[src/rtl/conf_reg_target_pkg.sv]
// Shared CONF channel item definition: address/data widths, the write-beat
// struct carried through the queue, and a saturating counter helper.
package conf_reg_target_pkg;

    localparam int C_ADDR_WIDTH = 8;
    localparam int C_DATA_WIDTH = 32;

    typedef struct packed {
        logic [C_ADDR_WIDTH-1:0] addr;
        logic [C_DATA_WIDTH-1:0] data;
    } conf_wr_t;

    function automatic logic [7:0] sat_inc8(input logic [7:0] value);
        return (value == 8'hFF) ? value : value + 8'd1;
    endfunction

endpackage

[src/rtl/conf_sync_fifo.sv]
// In-order write queue with circular read/write pointers. Push is ignored
// while full and pop is ignored while empty, so callers may request freely.
module conf_sync_fifo
    import conf_reg_target_pkg::*;
#(
    parameter type T      = conf_wr_t,
    parameter int  DEPTH  = 4,
    localparam int PW     = $clog2(DEPTH),
    localparam int LW     = $clog2(DEPTH + 1)
) (
    input  logic          clk,
    input  logic          rst,
    input  logic          push,
    input  T              push_data,
    input  logic          pop,
    output T              pop_data,
    output logic          full,
    output logic          empty,
    output logic [LW-1:0] level
);

    T              r_mem [DEPTH];
    logic [PW-1:0] r_wr_ptr;
    logic [PW-1:0] r_rd_ptr;
    logic [LW-1:0] r_level;

    logic          w_do_push;
    logic          w_do_pop;
    logic [PW-1:0] w_wr_next;
    logic [PW-1:0] w_rd_next;

    assign full      = (r_level == LW'(DEPTH));
    assign empty     = (r_level == LW'(0));
    assign level     = r_level;
    assign pop_data  = r_mem[r_rd_ptr];
    assign w_do_push = push && !full;
    assign w_do_pop  = pop && !empty;

    // Explicit wrap keeps non-power-of-two depths correct.
    assign w_wr_next = (r_wr_ptr == PW'(DEPTH - 1)) ? PW'(0) : r_wr_ptr + PW'(1);
    assign w_rd_next = (r_rd_ptr == PW'(DEPTH - 1)) ? PW'(0) : r_rd_ptr + PW'(1);

    // Storage array; contents need no reset because occupancy gates reads.
    always_ff @(posedge clk) begin
        if (w_do_push) begin
            r_mem[r_wr_ptr] <= push_data;
        end
    end

    // Pointer and occupancy tracking.
    always_ff @(posedge clk) begin
        if (rst) begin
            r_wr_ptr <= PW'(0);
            r_rd_ptr <= PW'(0);
            r_level  <= LW'(0);
        end else begin
            if (w_do_push) begin
                r_wr_ptr <= w_wr_next;
            end
            if (w_do_pop) begin
                r_rd_ptr <= w_rd_next;
            end
            case ({w_do_push, w_do_pop})
                2'b10:   r_level <= r_level + LW'(1);
                2'b01:   r_level <= r_level - LW'(1);
                default: r_level <= r_level;
            endcase
        end
    end

endmodule

[src/rtl/conf_reg_target.sv]
// Responder end of the CONF configuration channel: queues accepted write
// beats, commits them into a local register bank when apply_en allows.
module conf_reg_target
    import conf_reg_target_pkg::*;
#(
    parameter int                      NUM_REGS  = 16,
    parameter int                      DEPTH     = 4,
    parameter logic [C_DATA_WIDTH-1:0] RESET_VAL = '0,
    localparam int                     LW        = $clog2(DEPTH + 1),
    localparam int                     IW        = $clog2(NUM_REGS)
) (
    input  logic                    clk,
    input  logic                    rst,
    input  logic [C_ADDR_WIDTH-1:0] c_addr,
    input  logic [C_DATA_WIDTH-1:0] c_data,
    input  logic                    c_valid,
    output logic                    c_ready,
    input  logic                    apply_en,
    input  logic [C_ADDR_WIDTH-1:0] rd_addr,
    output logic [C_DATA_WIDTH-1:0] rd_data,
    output logic [LW-1:0]           q_level,
    output logic [7:0]              err_cnt
);

    logic [C_DATA_WIDTH-1:0] r_regs [NUM_REGS];
    logic [C_DATA_WIDTH-1:0] r_rd_data;
    logic [7:0]              r_err_cnt;

    conf_wr_t                w_push_item;
    conf_wr_t                w_head;
    logic                    w_full;
    logic                    w_empty;
    logic                    w_push;
    logic                    w_pop;
    logic                    w_head_in_range;
    logic                    w_rd_in_range;

    assign w_push_item     = '{addr: c_addr, data: c_data};
    // c_ready looks only at reset and occupancy, never at c_valid or apply_en.
    assign c_ready         = !rst && !w_full;
    assign w_push          = c_valid && c_ready;
    assign w_pop           = apply_en && !w_empty;
    assign w_head_in_range = (w_head.addr < C_ADDR_WIDTH'(NUM_REGS));
    assign w_rd_in_range   = (rd_addr < C_ADDR_WIDTH'(NUM_REGS));

    conf_sync_fifo #(
        .T     (conf_wr_t),
        .DEPTH (DEPTH)
    ) u_queue (
        .clk       (clk),
        .rst       (rst),
        .push      (w_push),
        .push_data (w_push_item),
        .pop       (w_pop),
        .pop_data  (w_head),
        .full      (w_full),
        .empty     (w_empty),
        .level     (q_level)
    );

    // Register bank: commit the queue head when it addresses an implemented register.
    always_ff @(posedge clk) begin
        if (rst) begin
            for (int i = 0; i < NUM_REGS; i++) begin
                r_regs[i] <= RESET_VAL;
            end
        end else if (w_pop && w_head_in_range) begin
            r_regs[w_head.addr[IW-1:0]] <= w_head.data;
        end
    end

    // Registered read-back; samples pre-commit contents on a same-edge write.
    always_ff @(posedge clk) begin
        if (rst) begin
            r_rd_data <= '0;
        end else if (w_rd_in_range) begin
            r_rd_data <= r_regs[rd_addr[IW-1:0]];
        end else begin
            r_rd_data <= '0;
        end
    end

    // Saturating count of commits that fell outside the register bank.
    always_ff @(posedge clk) begin
        if (rst) begin
            r_err_cnt <= 8'd0;
        end else if (w_pop && !w_head_in_range) begin
            r_err_cnt <= sat_inc8(r_err_cnt);
        end
    end

    assign rd_data = r_rd_data;
    assign err_cnt = r_err_cnt;

endmodule

[config.mk]
export PLATFORM = sky130hd
export DESIGN_NAME = conf_reg_target
export DESIGN_NICKNAME = d
export VERILOG_FILES = /design/src/rtl/conf_reg_target_pkg.sv /design/src/rtl/conf_sync_fifo.sv /design/src/rtl/conf_reg_target.sv
export SDC_FILE = /design/constraint.sdc
export NUM_CORES = 1
export LEC_CHECK = 0
export BUFFER_PORTS_ARGS = -buffer_cell sky130_fd_sc_hd__buf_2
export CORE_UTILIZATION = 52
export CTS_BUF_LIST = sky130_fd_sc_hd__clkbuf_4 sky130_fd_sc_hd__clkbuf_8
export DETAILED_ROUTE_END_ITERATION = 6
export GPL_ROUTABILITY_DRIVEN = 0
export PLACE_DENSITY = 0.68
export RECOVER_POWER = 100
export SYNTH_ARGS = -nofsm -noshare
export SYNTH_HDL_FRONTEND = slang
export SYNTH_SLANG_ARGS = --single-unit
[constraint.sdc]
create_clock -name clk -period 3.5 [get_ports clk]
set_clock_uncertainty 0.1 [all_clocks]
set_input_delay 0.525 -clock clk [delete_from_list [all_inputs] [get_ports clk]]
set_output_delay 0.525 -clock clk [all_outputs]
set_load 0.02 [all_outputs]
Word-level counts from Yosys, hierarchy flattened
Memory sizes are Yosys's and may differ from the RTL's. A register that Yosys moved wholly into a read port is not among the register bits.
Cells that the tools add are included.
{"block": "word_totals", "reg_bits": 15, "mem_bits_rw": 672, "n_memories": 2, "in_bits": 52, "out_inout_bits": 44}
{"memory": "r_regs", "words": 16, "width": 32, "read_ports": 1, "rd_clocked_by_memory_dff": 1, "write_ports": 16, "line": "conf_reg_target.sv:25", "text": "logic [C_DATA_WIDTH-1:0] r_regs [NUM_REGS];"}
{"memory": "u_queue.r_mem", "words": 4, "width": 40, "read_ports": 1, "rd_clocked_by_memory_dff": 1, "write_ports": 1, "line": "conf_sync_fifo.sv:22", "text": "T r_mem [DEPTH];"}
{"block": "op_classes", "n_lt_le_gt_ge": 2, "n_bitwise": 2, "add_sub_neg": 5, "muxes": 15, "n_eq_ne": 6, "reduce_logical": 16}
{"cell": "two-way mux 32 bit", "n": 1}
{"cell": "OR reduction 32 bit", "n": 1}
{"cell": "less-than comparator 8 x 5 -> 1 bit, second input constant", "n": 2}
{"cell": "adder 8 x 1 -> 8 bit, second input constant", "n": 1}
{"cell": "equality test 8 bit, second input constant", "n": 1}
{"cell": "two-way mux 1 bit", "n": 8}
{"cell": "two-way mux 2 bit", "n": 4}
{"cell": "logical AND 1 bit", "n": 7}
{"cell": "equality test 2 bit, second input constant", "n": 3}
{"cell": "case mux 3 bit (2 select lines)", "n": 1}
{"cell": "adder 2 x 1 -> 2 bit, second input constant", "n": 2}
{"cell": "logical NOT 1 bit", "n": 4}
{"cell": "two-way mux 4 bit", "n": 1}
{"cell": "adder 3 x 1 -> 3 bit, second input constant", "n": 1}
{"cell": "equality test 3 bit, second input constant", "n": 1}
{"cell": "logical NOT 3 bit", "n": 1}
{"cell": "subtractor 3 x 1 -> 3 bit, second input constant", "n": 1}
{"cell": "equality test 2 x 1 -> 1 bit, second input constant", "n": 1}
{"cell": "inverter 1 bit", "n": 2}
{"cell": "AND reduction 2 bit", "n": 1}
{"cell": "nonzero test 2 bit", "n": 1}
{"cell": "OR reduction 2 bit", "n": 1}

Logic depth before layout (Yosys ltp)
Gate-level depths: netlist of run 1.
{"block": "depth", "word_depth": 9, "mapped_depth": 10}

By module
Synthesis of run 1 repeated with hierarchy kept, for this count alone.
{"block": "unflattened", "cells_unflattened": 1829, "area_unflattened_um2": 30549.3}
{"mod": "conf_reg_target", "area_each_um2": 24295.8, "n_inst": 1, "seq_area_each_um2": 16175.5, "cells_per_inst": 1566}
{"mod": "conf_sync_fifo", "area_each_um2": 6253.5, "n_inst": 1, "seq_area_each_um2": 4984.8, "cells_per_inst": 263}

Worst setup path after synthesis of run 1
OpenSTA, ideal clock, no wires.
{"block": "synth_path", "path_kind": "in2reg", "startpoint": "in rst", "endpoint": "mem u_queue.r_mem[0][0] in the netlist's numbering, enable pin", "arrival_ns": 2.421, "setup_time_ns": 0.401, "setup_slack_ns": 0.578, "cell_stages": 3, "path_cell_list": "clkbuf_1 > a31oi_1 > and3_1"}
{"block": "synth_between", "elab_chain_cells": 6}
{"element": "start, declared", "line": "conf_reg_target.sv:13", "text": "input logic rst,"}
{"element": "logical NOT 1 bit", "line": "conf_reg_target.sv:40", "text": "assign c_ready = !rst && !w_full;"}
{"element": "logical AND 1 bit", "line": "conf_reg_target.sv:40"}
{"element": "net c_ready", "line": "conf_reg_target.sv:17", "text": "output logic c_ready,"}
{"element": "logical AND 1 bit", "line": "conf_reg_target.sv:41", "text": "assign w_push = c_valid && c_ready;"}
{"element": "logical AND 1 bit", "line": "conf_sync_fifo.sv:36", "text": "assign w_do_push = push && !full;"}
{"element": "two-way mux 1 bit", "line": "conf_sync_fifo.sv:45", "text": "if (w_do_push) begin"}
{"element": "two-way mux 1 bit (implied by the code)", "line": "conf_sync_fifo.sv:46", "text": "r_mem[r_wr_ptr] <= push_data;"}
{"element": "end, declared", "line": "conf_sync_fifo.sv:22"}
The timed path passes the listed nets, and every way through them passes these cells.

==> results of run 1 <==
## kinds of logic after synthesis
kind of cell,share of synthesized area
adder cells (fa/ha/maj),0.003613
flip-flops,0.7105
multiplexers,0.1460
buffers and inverters,0.02231
XOR/XNOR,0.001176
AO/OA/AOI/OAI,0.01702
AND/OR/NAND/NOR,0.09936
## worst paths after layout
check | from | end | slack (ns) | cells past startpoint
max reg2reg | flip-flop | r_regs[14][27]$_SDFFCE_PN0P_ | 0.32 | 6
max | flip-flop | r_regs[14][27]$_SDFFCE_PN0P_ | 0.32 | 6
min reg2reg | u_queue.r_rd_ptr[1]$_SDFFE_PP0N_ | flip-flop | 0.38 | 2
min | rst | u_queue.level[0]$_SDFFE_PP0P_ | 0.1 | 2
## sequential cells by signal (all words and copies together) (netlist names), named ones only
name,cells
err_cnt,8
u_queue.level,3
u_queue.r_wr_ptr,2
u_queue.r_rd_ptr,2
r_regs,512
rd_data,32
u_queue.r_mem,160
## layout by cell type, fill, tap and decap left out, drive strengths merged, types with 6 or more instances in the layout
cell and instances:
clkinv 34, nand2 147, mux4 164, nand3 6
ha 7, o22ai 32, dlygate4sd3 40, dfxtp 49
inv 10, a21o 8, mux2i 65, buf 59
and3 7, a21oi 10, clkbuf 273, edfxtp 672
nor2 526, a31o 6
## power groups by stage
stage / Clock, uW / Combinational [uW] / Sequential [uW]
3_3_place_gp: 0 / 2500 / 10000
5_1_grt: 7430 / 2700 / 9910
2_1_floorplan: 0 / 1580 / 10000
6_report: 6980 / 2540 / 9880
4_1_cts: 7070 / 2560 / 9890
3_5_place_dp: 0 / 2520 / 10100
## through the flow
step | setup slack (ns) | total power (uW) | area [um^2] | util | std cells
6_report | 0.3208 | 19410 | 33730 | 0.5970 | 2922
5_1_grt | 0.1836 | 20040 | 33730 | 0.5970 | 2922
4_1_cts | 0.4704 | 19520 | 34090 | 0.6034 | 2921
3_5_place_dp | 0.5045 | 12590 | 31460 | 0.5568 | 2674
3_3_place_gp | 0.5101 | 12540 | 31460 | 0.5568 | 2674
2_1_floorplan | 0.5777 | 11620 | 29780 | - | 1872
## cell type report
| class | instances | area [um^2] | area share |
|---|---|---|---|
| diodes | 1 | 2.502 | 0.00007420 |
| inverters | 7 | 26.28 | 0.0007791 |
| multi-input cells | 1024 | 7890 | 0.2339 |
| clock inverters | 41 | 227.7 | 0.006752 |
| repair buffers | 206 | 1469 | 0.04355 |
| flip-flops and latches | 721 | 21160 | 0.6275 |
| well taps | 756 | 945.9 | 0.02805 |
| clock buffers | 166 | 2003 | 0.05940 |
## synthesized netlist by cell type (all sizes together) (8+ instances only)
library cell    n
a21o            8
a21oi          10
buf            84
clkbuf         36
dfxtp          49
edfxtp        672
mux2i          65
mux4          164
nand2         147
nor2          526
o22ai          32
## what timing repair did
action	in CTS	in global routing
buffers inserted	0	0
hold endpoints to repair	160	0
hold buffers	40	0
## routing by layer
metal	part of all wire	GRT usage	vias up
met5	0	0	-
met4	0.024	0.08746	0
met3	0.12	0.07532	153
met2	0.48	0.4282	1115
met1	0.38	0.3675	8838
li1	-	-	7429
==> results.ini, run 1 <==
[run_status]
outcome = complete, but fails checks
violations = capacitance limit, slew limit

[global_route]
grt_max_degree = 65
grtUsageTotal = 0.2712
grt_antenna_before_repair = 1
grt_overflow = 0
grt_pass1_vias = 17962
grt_pass1_wl_um = 112200

[floorplan]
die_x_um = 241.3
ioPinCount = 96
die_h_um = 241.3
die_area_mm2 = 0.05823
initial_core_util = 0.5271
core_area_mm2 = 0.05650
rows = 87

[worst_setup_path]
critPathArrivalTime_ns = 3.51
crit_buf_inv = 2
crit_chain = mux4_1, nor2b_4, buf_4, nand3_1, clkbuf_2, nor2_1
startpoint_type = flip-flop
worstPathRequired_ns = 3.83
cp-end-kind = flip-flop
crit_type = reg -> reg
max_stage_delay_ns = 0.75
slowest_stage = mux4_1
cp_top_family = buffers and inverters
path_max_fanout = 35

[drt]
viasPerCell = 6.001
drc = 0
wire_per_inst_um = 26.21
via_count = 17535
routed_wl_um = 76580
first_pass_iters = 5
drt_iter0_markers = 2132
drtAntennaViolNets = 0

[placement]
portBuffers = 95
dp_hpwl_um = 44050

[yosys]
synth_nets = 1932
synthCells = 1872
ys_top_cells_by_area = edfxtp_1 (68%), mux4_2 (12%), nor2_1 (6.0%), dfxtp_1 (3.3%), mux2i_1 (2.2%)
syn_area_per_cell_um2 = 15.91
synth_warnings = 0
synth_top_area_cell = edfxtp_1
netlist_area_mm2 = 0.02978
synth_edf_count = 672
synth-seq-cells = 721
synth_cell_types = 44
synthFlopType = edfxtp_1
async_reset_ff_frac = 0
seq_area_frac_synth = 0.7105
synth_top_area_frac = 0.6776

[sta]
period_share = 0.9084
fin_crit_ns = 3.179
fin_setup_tns_ns = 0
rsz0062_at_grt = no
worstMarginPinSlew_ns = 1.680
final_max_slew_viol_count = 60
hold_viol = 0
slew_headroom = -0.1202
hold_ws_ns = 0.09739
setup_violations = 0
fmax_mhz = 314.5

[power]
ir_drop_mv = 0.4126
power.share.clock = 0.360
p_comb_frac = 0.131
pwr_density_cell_mw_per_mm2 = 575.5
intPower_uw = 14290
switching_share = 0.2637
p_seq_frac = 0.509
power.leakage_uw = 0.01125
switching_power_uw = 5119

[clock_network]
tritoncts = done
clkSlewWorstSetupHoldPaths_ns = 0.06
clock-sinks = 721
clk_path_buf_depth = 3
cts_resized = 0
insertion_delay_ns = 0.72
ctsRootBufferMaster = clkbuf_8
h-tree-depth = 3
cts_buffers = 112

[final_layout]
drive_gt1_frac = 0.2148
fillers = 4351
nNetsFinal = 2132
area_growth_pct = 13.25

[job]
max_cap_violations = 2

[min_path]
min_path_type = in -> reg

(Power assumes the default switching activity.)
==> run 2: changes to the inputs <==
--- a/config.mk
+++ b/config.mk
@@ -14,4 +14,5 @@
 export RECOVER_POWER = 100
 export SYNTH_ARGS = -nofsm -noshare
 export SYNTH_HDL_FRONTEND = slang
+export SYNTH_HIERARCHICAL = 1
 export SYNTH_SLANG_ARGS = --single-unit
==> results.ini, run 2 <==
[placement]
portBuffers = 95  ; unchanged
place_ws_ns = 0.3605  ; -0.1440 ns
dpl_cell_area_mm2 = 0.03217  ; +2.3%
dp_hpwl_um = 40720  ; -7.6%

[floorplan]
die_x_um = 244.4  ; +1.3%
ioPinCount = 96  ; unchanged
die_h_um = 244.4  ; +1.3%
die_area_mm2 = 0.05972  ; +2.6%
core_area_mm2 = 0.05792  ; +2.5%
rows = 88  ; +1.1%
initial_core_util = 0.5275  ; about the same

[min_path]
whs_endpoint = u_queue/level[0]$_SDFFE_PP0P_
min_path_type = in -> reg
min_path_cells = 3  ; +1
hold_start = rst

[clock_network]
clkSlewWorstSetupHoldPaths_ns = 0.06  ; about the same
clock-sinks = 721  ; unchanged
insertion_delay_ns = 0.71  ; about the same
cts_resized = 0  ; unchanged
cts_buffers = 113  ; +0.89%
clk_path_buf_depth = 3  ; unchanged
post_cts_buffers = 0  ; unchanged
ctsRootBufferMaster = clkbuf_8
h-tree-depth = 3  ; unchanged
tritoncts = done

[yosys]
synth_cell_types = 44  ; unchanged
seq_area_frac_synth = 0.6927  ; -0.01787
synth_warnings = 6  ; +6
synth_nets = 1889  ; -2.2%
yosysMostFrequentCell = edfxtp_1
synth-seq-cells = 721  ; unchanged
async_reset_ff_frac = 0  ; unchanged
synth_top_area_cell = edfxtp_1
ys_top_cells_by_area = edfxtp_1 (66%), mux4_2 (12%), and2_1 (11%), dfxtp_1 (3.2%), clkbuf_1 (1.3%)
synthTopCellsByCount = edfxtp_1 (672), and2_1 (513), mux4_2 (168)
synth_top_area_frac = 0.6606  ; -0.01704
synthCells = 1829  ; -2.3%
syn_area_per_cell_um2 = 16.70  ; +5.0%
netlist_area_mm2 = 0.03055  ; +2.6%
synth_edf_count = 672  ; unchanged
synthFlopType = edfxtp_1

[final_layout]
utilization = 0.5974  ; about the same
largest_reg_flops = 512  ; unchanged
area_growth_pct = 13.25  ; about the same
layout_commonest_cell = edfxtp_1
stdcell_area_mm2 = 0.03460  ; +2.6%
drive_gt1_frac = 0.2427  ; +0.02787
largest-register = r_regs
final_cell_mix = edfxtp_1 (672), and2_1 (365), mux4_2 (168)
nNetsFinal = 2073  ; -2.8%
fillers = 4430  ; +1.8%

[sta]
slew_headroom = -0.4472  ; -0.3271
fin_crit_ns = 3.277  ; +0.09773 ns
fmax_mhz = 305.2  ; -3.0%
period_share = 0.9363  ; +0.02792
final_max_slew_viol_count = 44  ; -27%
fin_setup_tns_ns = 0  ; unchanged
hold_viol = 0  ; unchanged
worstMarginPinSlew_ns = 2.171  ; +0.4906 ns
setup_violations = 0  ; unchanged
setup_slack_ns = 0.2230  ; -0.09773 ns
rsz0062_at_grt = no

[power]
ir_drop_mv = 0.3690  ; -11%
pwr_density_cell_mw_per_mm2 = 518.6  ; -9.9%
power.leakage_uw = 0.01222  ; +8.6%

[drt]
wire_per_inst_um = 24.78  ; -5.4%
drc = 0  ; unchanged
routed_wl_um = 71320  ; -6.9%
drtAntennaViolNets = 0  ; unchanged
drt_iter0_markers = 1466  ; -31%
viasPerCell = 5.698  ; -5.1%
first_pass_iters = 5  ; unchanged
via_count = 16398  ; -6.5%

[worst_setup_path]
ff2ff_setup_slack_ns = 0.22  ; -0.10 ns
path_max_fanout = 32  ; -8.6%
worstReg2RegEnd = r_regs[3][14]$_SDFFCE_PN0P_
r2r_cells = 7  ; +1
crit_type = reg -> reg
startpoint_type = flip-flop
worstPathRequired_ns = 3.97  ; +0.14 ns
cp-end-kind = flip-flop
cp_top_family = simple AND/OR/NAND/NOR gates
critPathArrivalTime_ns = 3.74  ; +0.23 ns
slowest_stage = buf_2
max_stage_delay_ns = 0.74  ; about the same
crit_buf_inv = 2  ; unchanged
crit_chain = mux4_2, nor4_4, nand2_1, clkbuf_1, nor4_1, buf_2, and2_1

[run_status]
outcome = complete, but fails checks
violations = capacitance limit, slew limit

[global_route]
grt_overflow = 0  ; unchanged
grt_max_degree = 41  ; -37%
grt_pass1_wl_um = 107000  ; -4.6%
grt_pass1_vias = 17333  ; -3.5%
grtUsageTotal = 0.2454  ; -0.02583
grt_antenna_before_repair = 4  ; +3

[job]
max_cap_violations = 2  ; unchanged

==> run 2: final cells by class <==
class / count / area [um^2] / area share
Tap cell: 765 / 957.2 / 0.02767
Sequential cell: 721 / 21160 / 0.6117
Timing Repair Buffer: 207 / 1300 / 0.03757
Clock buffer: 176 / 2147 / 0.06206
Multi-Input combinational cell: 961 / 8780 / 0.2538
Clock inverter: 36 / 210.2 / 0.006076
Inverter: 9 / 33.78 / 0.0009764
Antenna cell: 3 / 7.507 / 0.0002170
==> run 2: how the worst max path moves through the flow <==
stage / startpoint / end / slack [ns] / cells past startpoint
after global routing: flip-flop / r_regs[3][2]$_SDFFCE_PN0P_ / 0.11 / 7
after detailed placement: flip-flop / r_regs[15][9]$_SDFFCE_PN0P_ / 0.36 / 5
after CTS: flip-flop / r_regs[15][4]$_SDFFCE_PN0P_ / 0.32 / 5
final: flip-flop / r_regs[3][14]$_SDFFCE_PN0P_ / 0.22 / 7
after floorplan: flip-flop / r_regs[3][0]$_SDFFCE_PN0P_ / 0.45 / 7
after global placement: flip-flop / r_regs[15][16]$_SDFFCE_PN0P_ / 0.38 / 5
==> run 2: timing repair <==
action | in CTS | in global routing
endpoints found under the hold margin | 160 | 0
hold buffers | 40 | 0
endpoints found under the setup margin | 0 | 0
==> run 2: power breakdown <==
part           total, uW  leakage (uW)  internal (uW)  switching [uW]
registers           9730       0.00714           9660            72.5
logic                988       0.00382            382             605
clock network       7230       0.00126           3980            3250
==> run 2: logic make-up after synthesis <==
family          Yosys count  synth area share
simple gates            728            0.1415
fa+ha+maj                 8          0.003522
flops                   721            0.6927
xor+xnor                  4          0.001147
mux                     202            0.1363
compound gates           19          0.004423
buf+inv                 147           0.02040
==> run 2: worst register-to-register path, cell delays in order (launching register included) <==
cell and delay [ns]:
dfxtp_2 0.44, mux4_2 0.58, nor4_4 0.40, nand2_1 0.14, clkbuf_1 0.18, nor4_1 0.31, buf_2 0.74, and2_1 0.25
==> run 2: per-stage QoR <==
stage	hold WS, ns	cells	total power, uW
after global routing	0.1557	2876	18530
after global placement	0.3844	2623	10860
after floorplan	0.3634	1829	10500
after CTS	0.09607	2875	18110
final	0.1638	2878	17940
after detailed placement	0.3945	2623	10890
==> run 2: metal layers <==
layer / up-vias / wire length, um / GRT usage
li1: 7202 / - / -
met4: 0 / 958 / 0.06544
met5: - / 0 / 0
met1: 8494 / 29630 / 0.3377
met2: 620 / 35080 / 0.4032
met3: 82 / 5647 / 0.04686
